<file path="config.mk">
export PLATFORM = sky130hd
export DESIGN_NAME = spike_rate_decoder
export DESIGN_NICKNAME = d
export VERILOG_FILES = /design/src/rtl/snn_dec_pkg.sv /design/src/rtl/spike_counter_bank.sv /design/src/rtl/spike_rate_decoder.sv
export SDC_FILE = /design/constraint.sdc
export NUM_CORES = 1
export LEC_CHECK = 0
export CAP_MARGIN = 0
export CORE_MARGIN = 5
export CORE_UTILIZATION = 53
export CTS_CLUSTER_DIAMETER = 200
export DETAILED_ROUTE_END_ITERATION = 12
export GPL_ROUTABILITY_DRIVEN = 1
export PLACE_DENSITY = 0.72
export SLEW_MARGIN = 20
export SYNTH_ARGS = -nofsm -noshare
export SYNTH_HDL_FRONTEND = slang
export SYNTH_SLANG_ARGS = --single-unit
</file>
<file path="constraint.sdc">
create_clock -name clk -period 3.6 [get_ports clk]
set_clock_uncertainty 0.05 [all_clocks]
set_input_delay 0.72 -clock clk [delete_from_list [all_inputs] [get_ports clk]]
set_output_delay 0.72 -clock clk [all_outputs]
set_load 0.01 [all_outputs]
</file>
<file path="src/rtl/snn_dec_pkg.sv">
// ============================================================================
// snn_dec_pkg : shared types, widths and default sizes for the spike decoder
// Rev 1.0
// ============================================================================
`default_nettype none

package snn_dec_pkg;

   localparam int DEF_NUM_NEURONS = 10;
   localparam int DEF_TIMESTEPS   = 4;

   typedef enum logic [1:0] {
      ST_ACCUM = 2'd0,
      ST_SCAN  = 2'd1,
      ST_DONE  = 2'd2
   } dec_state_e;

   // clog2 that never collapses to a zero-width vector
   function automatic int width_of(input int n);
      return (n <= 1) ? 1 : $clog2(n);
   endfunction

endpackage

`default_nettype wire

</file>
<file path="src/rtl/spike_counter_bank.sv">
// ============================================================================
// spike_counter_bank : per-neuron spike counters with one increment port,
// a combinational read port and a synchronous clear. Rev 1.0
// ============================================================================
`default_nettype none

module spike_counter_bank
   import snn_dec_pkg::*;
#(
   parameter int NUM_NEURONS = DEF_NUM_NEURONS,
   parameter int IDX_W       = width_of(NUM_NEURONS),
   parameter int CNT_W       = width_of(DEF_TIMESTEPS + 1)
) (
   input  logic             clk,
   input  logic             rst,
   input  logic             clear_all_i,
   input  logic [IDX_W-1:0] idx_i,
   input  logic             en_i,
   input  logic             inc_i,
   input  logic [IDX_W-1:0] ridx_i,
   output logic [CNT_W-1:0] rd_cnt_o
);

   logic [CNT_W-1:0] cnt_q [NUM_NEURONS];

   always_ff @(posedge clk) begin
      for (int i = 0; i < NUM_NEURONS; i++) begin
         if (rst || clear_all_i) begin
            cnt_q[i] <= '0;
         end else if (en_i && inc_i && (idx_i == IDX_W'(i))) begin
            cnt_q[i] <= cnt_q[i] + CNT_W'(1);
         end
      end
   end

   assign rd_cnt_o = cnt_q[ridx_i];

endmodule

`default_nettype wire

</file>
<file path="src/rtl/spike_rate_decoder.sv">
// ============================================================================
// spike_rate_decoder : counts spikes per output neuron over a window of
// timesteps, then scans for the argmax and presents it on a handshake. Rev 1.0
// ============================================================================
`default_nettype none

module spike_rate_decoder
   import snn_dec_pkg::*;
#(
   parameter int NUM_NEURONS = DEF_NUM_NEURONS,
   parameter int TIMESTEPS   = DEF_TIMESTEPS,
   parameter int IDX_W       = width_of(NUM_NEURONS),
   parameter int CNT_W       = width_of(TIMESTEPS + 1)
) (
   input  logic             clk,
   input  logic             rst,
   input  logic             i_valid,
   input  logic             spike_in,
   output logic             i_ready,
   output logic             o_valid,
   input  logic             o_ready,
   output logic [IDX_W-1:0] o_class,
   output logic [CNT_W-1:0] o_max_count,
   output logic             o_busy
);

   localparam int               STEP_W    = width_of(TIMESTEPS);
   localparam logic [IDX_W-1:0]  LAST_IDX  = IDX_W'(NUM_NEURONS - 1);
   localparam logic [STEP_W-1:0] LAST_STEP = STEP_W'(TIMESTEPS - 1);

   dec_state_e        state_q, state_d;
   logic [IDX_W-1:0]  nidx_q, nidx_d;
   logic [STEP_W-1:0] step_q, step_d;
   logic [IDX_W-1:0]  best_idx_q, best_idx_d;
   logic [CNT_W-1:0]  best_cnt_q, best_cnt_d;
   logic              o_valid_q, o_valid_d;
   logic [IDX_W-1:0]  o_class_q, o_class_d;
   logic [CNT_W-1:0]  o_cnt_q, o_cnt_d;
   logic [CNT_W-1:0]  rd_cnt;

   logic beat, last_beat, scan_last, accept;

   assign beat      = i_valid && (state_q == ST_ACCUM);
   assign last_beat = beat && (nidx_q == LAST_IDX) && (step_q == LAST_STEP);
   assign scan_last = (state_q == ST_SCAN) && (nidx_q == LAST_IDX);
   assign accept    = o_valid_q && o_ready;

   // nidx doubles as the scan index, so one read port serves both phases
   spike_counter_bank #(
      .NUM_NEURONS (NUM_NEURONS),
      .IDX_W       (IDX_W),
      .CNT_W       (CNT_W)
   ) u_bank (
      .clk         (clk),
      .rst         (rst),
      .clear_all_i (accept),
      .idx_i       (nidx_q),
      .en_i        (beat),
      .inc_i       (spike_in),
      .ridx_i      (nidx_q),
      .rd_cnt_o    (rd_cnt)
   );

   always_ff @(posedge clk) begin
      if (rst) begin
         state_q <= ST_ACCUM;
      end else begin
         state_q <= state_d;
      end
   end

   always_comb begin
      state_d = state_q;
      case (state_q)
         ST_ACCUM: if (last_beat) state_d = ST_SCAN;
         ST_SCAN:  if (scan_last) state_d = ST_DONE;
         ST_DONE:  if (accept)    state_d = ST_ACCUM;
         default:                 state_d = ST_ACCUM;
      endcase
   end

   always_comb begin
      i_ready = (state_q == ST_ACCUM);
      o_busy  = (state_q == ST_SCAN) || (state_q == ST_DONE);
   end

   always_comb begin
      nidx_d     = nidx_q;
      step_d     = step_q;
      best_idx_d = best_idx_q;
      best_cnt_d = best_cnt_q;
      o_valid_d  = o_valid_q;
      o_class_d  = o_class_q;
      o_cnt_d    = o_cnt_q;
      case (state_q)
         ST_ACCUM: begin
            if (beat) begin
               if (nidx_q == LAST_IDX) begin
                  nidx_d = '0;
                  step_d = (step_q == LAST_STEP) ? '0 : step_q + STEP_W'(1);
               end else begin
                  nidx_d = nidx_q + IDX_W'(1);
               end
            end
         end
         ST_SCAN: begin
            // strict compare keeps the lowest index on ties
            if ((nidx_q == '0) || (rd_cnt > best_cnt_q)) begin
               best_idx_d = nidx_q;
               best_cnt_d = rd_cnt;
            end
            nidx_d = scan_last ? '0 : nidx_q + IDX_W'(1);
         end
         ST_DONE: begin
            if (!o_valid_q) begin
               o_valid_d = 1'b1;
               o_class_d = best_idx_q;
               o_cnt_d   = best_cnt_q;
            end else if (o_ready) begin
               o_valid_d = 1'b0;
            end
         end
         default: ;
      endcase
   end

   always_ff @(posedge clk) begin
      if (rst) begin
         nidx_q     <= '0;
         step_q     <= '0;
         best_idx_q <= '0;
         best_cnt_q <= '0;
         o_valid_q  <= 1'b0;
         o_class_q  <= '0;
         o_cnt_q    <= '0;
      end else begin
         nidx_q     <= nidx_d;
         step_q     <= step_d;
         best_idx_q <= best_idx_d;
         best_cnt_q <= best_cnt_d;
         o_valid_q  <= o_valid_d;
         o_class_q  <= o_class_d;
         o_cnt_q    <= o_cnt_d;
      end
   end

   assign o_valid     = o_valid_q;
   assign o_class     = o_class_q;
   assign o_max_count = o_cnt_q;

endmodule

`default_nettype wire

</file>
==> results of run 1 <==
## worst register-to-register path: cells and delay by family, from the launching register on
| kind | cells | cell delay, ns |
|---|---|---|
| mux | 2 | 0.57 |
| flops | 1 | 0.56 |
| compound gates | 4 | 0.82 |
| buf+inv | 1 | 0.27 |
| simple gates | 1 | 0.19 |
| fa+ha+maj | 1 | 0.27 |
## cell type report
class                   count  area [sq um]
inverters                  13          48.8
fillers                   452          2140
repair buffers             17           163
flip-flops and latches     57          1440
clock inverters             6          33.8
clock buffers              10           128
well taps                  72          90.1
multi-input cells         203          1390
## state kept, by name, summed over array words and instances (netlist names), named ones only
name,cells
best_cnt_q,3
best_idx_q,4
nidx_q,4
o_class,4
o_max_count,3
o_valid,1
state_q,2
step_q,2
u_bank.cnt_q,30
## cells in the mapped netlist, drive strengths merged (2+ instances only)
cell type | n | area [sq um]
ha | 21 | 263
a21o | 2 | 15.0
and2 | 3 | 18.8
nand2 | 25 | 93.8
inv | 13 | 48.8
a221oi | 2 | 17.5
mux4 | 3 | 67.6
xnor2 | 10 | 87.6
nor2b | 2 | 12.5
nand3 | 13 | 65.1
edfxtp | 30 | 901
o21a | 2 | 15.0
nor3 | 6 | 30.0
o21ai | 18 | 90.1
nor2 | 41 | 154
a31oi | 2 | 12.5
a21oi | 11 | 58.8
clkbuf | 6 | 22.5
mux2 | 3 | 37.5
mux2i | 23 | 230
or2 | 2 | 12.5
buf | 3 | 36.3
dfxtp | 27 | 541
and3 | 6 | 38.8
## where the power goes
| group | total, W | internal [W] | switching [W] |
|---|---|---|---|
| Clock | 0.000500 | 0.000244 | 0.000256 |
| Sequential | 0.000720 | 0.000701 | 0.0000189 |
| Combinational | 0.000104 | 0.0000466 | 0.0000573 |
## metrics by stage
stage | area, sq um | power, W | cells | utilization (%) | hold slack, ns
after floorplan | 2940 | 0.000808 | 282 | - | 0.398
after global placement | 3130 | 0.000833 | 362 | 57.6 | 0.412
after detailed placement | 3130 | 0.000836 | 362 | 57.6 | 0.420
after CTS | 3290 | 0.00134 | 378 | 60.6 | 0.429
after global routing | 3290 | 0.00138 | 378 | 60.6 | 0.445
final | 3290 | 0.00132 | 378 | 60.6 | 0.427
## path summary, 6_finish.rpt
path	startpoint	to	slack, ns	depth (start not counted)
setup / recovery	flip-flop	best_cnt_q[0]	0.75	9
hold / removal	best_idx_q[0]	best_idx_q[0]	0.43	2
setup reg to reg	flip-flop	best_cnt_q[0]	0.75	9
hold reg to reg	best_idx_q[0]	best_idx_q[0]	0.43	2
## cell usage in the layout, fill, tap and decap left out, types with 3 or more instances in the layout
cell              n
ha_1             21
clkdlybuf4s50_1  14
clkinv_2          4
xnor2_1          10
o21ai_0          11
a21oi_1          10
nor3_1            6
edfxtp_1         30
nand2_1          25
o21ai_1           7
dfxtp_1          27
mux2i_1          23
buf_4             3
clkbuf_8          9
nand3_1          13
nor2_1           41
mux4_2            3
and2_1            3
inv_1            13
and3_1            5
## layer usage
metal	vias to the layer above	track usage, %	wire [um]
met4	0	7.34	104
met3	9	4.61	311
li1	1037	-	-
met1	1019	24.3	2750
met5	-	0	0
met2	50	27.5	2670
## cell families (layout without fill, tap and decap cells)
logic type	Yosys count	count (layout)	share of synthesized area, %
compound gates	42	42	8.73
xor+xnor	10	10	2.98
fa+ha+maj	21	21	8.94
buf+inv	22	46	3.66
flops	57	57	49.0
mux	29	29	11.4
simple gates	101	101	15.2
==> reports/results.ini, run 1 <==
[status]
status=finished, final reports clean

[final_layout]
nNetsFinal=327
drive_gt1_share_pct=8.82
diodes=0
synthToLayoutAreaGrowth_pct=12.1

[synthesis]
postSynthCellCount=282
post_synth_num_cell_types=38
yosysSeqAreaShare_pct=49.0
async_flop_share_pct=0
synthesis.nets=308
synth-edff-count=30
synthFlopType=edfxtp_1
synth.avg_cell_area_sq_um=10.4
ys_warn_count=0
ys_seq_elements=57
syn_area_sq_mm=0.00294

[setup_path]
critPathLaunchType=flip-flop
cpPeakStageDelay_ns=0.56
critPathCaptureType=flip-flop
path_buf_inv=1
crit_family=compound AO/OA/AOI/OAI gates
critical_path_class=flip-flop to flip-flop
critPathArrivalTime_ns=3.02
cp_max_fo=8
worstPathCellList=buf_4 > mux2i_1 > mux4_2 > o21ai_1 > ha_1 > and3b_1 > o211a_1 > o31ai_1 > a21oi_2
cp.required_ns=3.77
critical_path.slowest_cell=dfxtp_1

[global_routing]
grtUsageTotal_pct=18.0
globalRoute.totalOverflow=0
grt_pass1_wl_um=10000
antenna_found_initial=0
first_global_vias=2076
grt_max_degree=18

[clocking]
cts_setup_buffers=0
clock-sinks=57
path_clk_slew_ns=0.07
cts_tree=done
cts_hold_buffers=0
h-tree-depth=3
cts-root-buf=clkbuf_8
ctsResizeCount=0
clk_path_buf_depth=2
numCtsBuffers=9
insertion_delay_ns=0.34

[placement]
io_buffer_count=14
pre_cts_ws_ns=0.775
routabilityCongestion=0.817
dp_hpwl_um=4370

[die]
io_pins=15
core_area_sq_mm=0.00544
die_area_sq_mm=0.00713
die_w_um=84.5
rows=27
die_y_um=84.5
start_util_pct=54.0

[routing]
route.final.wire_length_um=5830
drtAntennaViolNets=0
via_per_inst=5.60
drt_iter0_markers=113
num_vias=2115
wl_per_cell_um=15.4
drc=0
dr.pass1.iters=4

[timing]
timing.final.ws_setup_ns=0.755
tns_ns=0
min_period_ns=2.85
worst_pin_slew_ns=0.784
clock.fmax_ghz=0.351
setup_viol=0
timing.slew.headroom_pct=47.6
rsz0062_at_grt=false
finalMaxSlewViolations=0
finalCritPeriodShare_pct=79.0
hold_viol_final=0

[pwr]
ir_worst_vdd_v=0.000238
p_per_area_mw_per_mm2=402
leakagePower_nw=1.27

[job]
maxCapViolations=0

[hold_path]
min_path_type=flip-flop to flip-flop

No activity file was read; power rests on OpenSTA's default activity.
==> inputs of run 2 (changes only) <==
==> constraint.sdc (replaced) <==
create_clock -name clk -period 2.9 [get_ports clk]
set_clock_uncertainty 0.05 [all_clocks]
set_input_delay 0.58 -clock clk [delete_from_list [all_inputs] [get_ports clk]]
set_output_delay 0.58 -clock clk [all_outputs]
set_load 0.01 [all_outputs]
==> run 2 against run 1 <==
Net effect: clock-buffer cell count increased by 4; total power up 35%; utilization increased by 0.85 points; routed wire length fell by 3.5%; register-to-register slack got worse by 0.45 ns; fmax increased by 9.6%; combinational power up 24%; largest cell class unchanged; largest power group unchanged; highest routed layer unchanged.
==> reports/results.ini, run 2 (synthesized netlist as in run 1, its figures left out) <==
[timing]
worst_pin_slew_ns=0.827  ; +0.0429 ns
tns_ns=0  ; unchanged
timing.slew.headroom_pct=44.7  ; -2.9 points
rsz0062_at_grt=false
finalCritPeriodShare_pct=89.5  ; +10 points
hold_slack_ns=0.416  ; -0.0110 ns
min_period_ns=2.60  ; -0.250 ns
setup_viol=0  ; unchanged
clock.fmax_ghz=0.385  ; +9.6%
finalMaxSlewViolations=0  ; unchanged
timing.final.ws_setup_ns=0.305  ; -0.450 ns
hold_viol_final=0  ; unchanged

[routing]
num_vias=2050  ; -3.1%
route.final.wire_length_um=5630  ; -3.5%
drt_iter0_markers=125  ; +11%
via_per_inst=5.42  ; -3.1%
wl_per_cell_um=14.9  ; -3.5%
drtAntennaViolNets=0  ; unchanged
dr.pass1.iters=6  ; +2
drc=0  ; unchanged

[global_routing]
grt_max_degree=19  ; +1
grt_pass1_wl_um=9360  ; -6.9%
grtUsageTotal_pct=17.0  ; -1.0 points
globalRoute.totalOverflow=0  ; unchanged
first_global_vias=1940  ; -6.6%
antenna_found_initial=0  ; unchanged

[final_layout]
synthToLayoutAreaGrowth_pct=13.7
nNetsFinal=327  ; unchanged
nFillCells=461  ; +2.0%
top_register=u_bank.cnt_q
drive_gt1_share_pct=8.50  ; -0.33 points
diodes=0  ; unchanged
multiInputGateArea_sq_mm=0.00139  ; unchanged
layout_commonest_cell=nor2_1
layout_common_cells=41 x nor2_1, 30 x edfxtp_1, 27 x dfxtp_1, 25 x nand2_1, 23 x mux2i_1
regArea_sq_mm=0.00144  ; unchanged
largest_reg_flops=30  ; unchanged

[die]
die_w_um=84.5  ; unchanged
die_y_um=84.5  ; unchanged
io_pins=15  ; unchanged
die_area_sq_mm=0.00713  ; unchanged
rows=27  ; unchanged
start_util_pct=54.0  ; unchanged
core_area_sq_mm=0.00544  ; unchanged

[pwr]
power_frac_seq_pct=50.0  ; -4.4 points
intPower_w=0.00139  ; +41%
ir_worst_vdd_v=0.000263  ; +11%
p_sw_share_pct=21.8  ; -3.3 points
leakagePower_nw=1.29  ; +1.6%
switchingPower_w=0.000388  ; +17%
pwr-share-comb_pct=7.2  ; -0.6 points
p_per_area_mw_per_mm2=534  ; +33%
fin_total_pwr_w=0.00178  ; +35%
p_clk_share_pct=42.8  ; +5.0 points

[job]
maxCapViolations=0  ; unchanged

[clocking]
cts-root-buf=clkbuf_8
path_clk_slew_ns=0.06  ; about the same
h-tree-depth=3  ; unchanged
clk_path_buf_depth=2  ; unchanged
numCtsBuffers=9  ; unchanged
cts_setup_buffers=0  ; unchanged
ctsResizeCount=0  ; unchanged
clock-sinks=57  ; unchanged
cts_tree=done
cts_hold_buffers=0  ; unchanged
insertion_delay_ns=0.34  ; about the same

[hold_path]
min_path_cells=2  ; unchanged
min_path_type=flip-flop to flip-flop
min_from=best_idx_q[1]

[setup_path]
cp_max_fo=15  ; +7
critical_path_class=flip-flop to flip-flop
critPathArrivalTime_ns=2.76  ; -0.26 ns
worstRegToRegCells=9  ; unchanged
critPathCaptureType=flip-flop
critPathLaunchType=flip-flop
cp.required_ns=3.07  ; -0.70 ns

[placement]
pre_cts_ws_ns=0.315  ; -0.460 ns
io_buffer_count=14  ; unchanged
routabilityCongestion=0.891  ; +9.1%
dp_hpwl_um=4300  ; -1.5%

[status]
status=finished, final reports clean

[run 2: layout make-up]
| cell class | count | area share, % |
|---|---|---|
| clock buffer | 14 | 5.17 |
| clock inverter | 2 | 1.05 |
| inverter | 13 | 1.46 |
| multi-input combinational | 203 | 41.6 |
| sequential | 57 | 43.1 |
| tap | 72 | 2.70 |
| timing repair buffer | 17 | 4.87 |
[run 2: worst paths after layout]
kind | endpoint | slack, ns
max | best_cnt_q[0] | 0.30
min | best_idx_q[1] | 0.42
max reg2reg | best_cnt_q[0] | 0.30
min reg2reg | best_idx_q[1] | 0.42
[run 2: routing by layer]
metal / share of wire, % / global-route usage (%)
met3: 2.8 / 3.53
met5: 0 / 0
met2: 45 / 25.0
met4: 2.7 / 9.93
met1: 50 / 23.0
[run 2: power groups by stage]
stage | Combinational [W] | Clock (W) | Sequential [W]
after floorplan | 0.000104 | 0 | 0.000899
after global placement | 0.000126 | 0 | 0.000908
after detailed placement | 0.000128 | 0 | 0.000908
after CTS | 0.000129 | 0.000782 | 0.000891
after global routing | 0.000144 | 0.000813 | 0.000893
final | 0.000129 | 0.000763 | 0.000891
[run 2: critical path, stage by stage, from the launching register on]
cell	delay (ns)
dfxtp_1	0.31
buf_4	0.24
mux2i_1	0.10
mux4_2	0.48
o21ai_1	0.20
ha_1	0.27
and3b_1	0.19
o211a_1	0.29
o31ai_1	0.30
a21oi_2	0.05
[run 2: through the flow]
step / area [sq um] / util [%] / cells
after floorplan: 2940 / - / 282
after global routing: 3340 / 61.4 / 378
after detailed placement: 3130 / 57.6 / 362
final: 3340 / 61.4 / 378
after CTS: 3340 / 61.4 / 378
after global placement: 3130 / 57.6 / 362
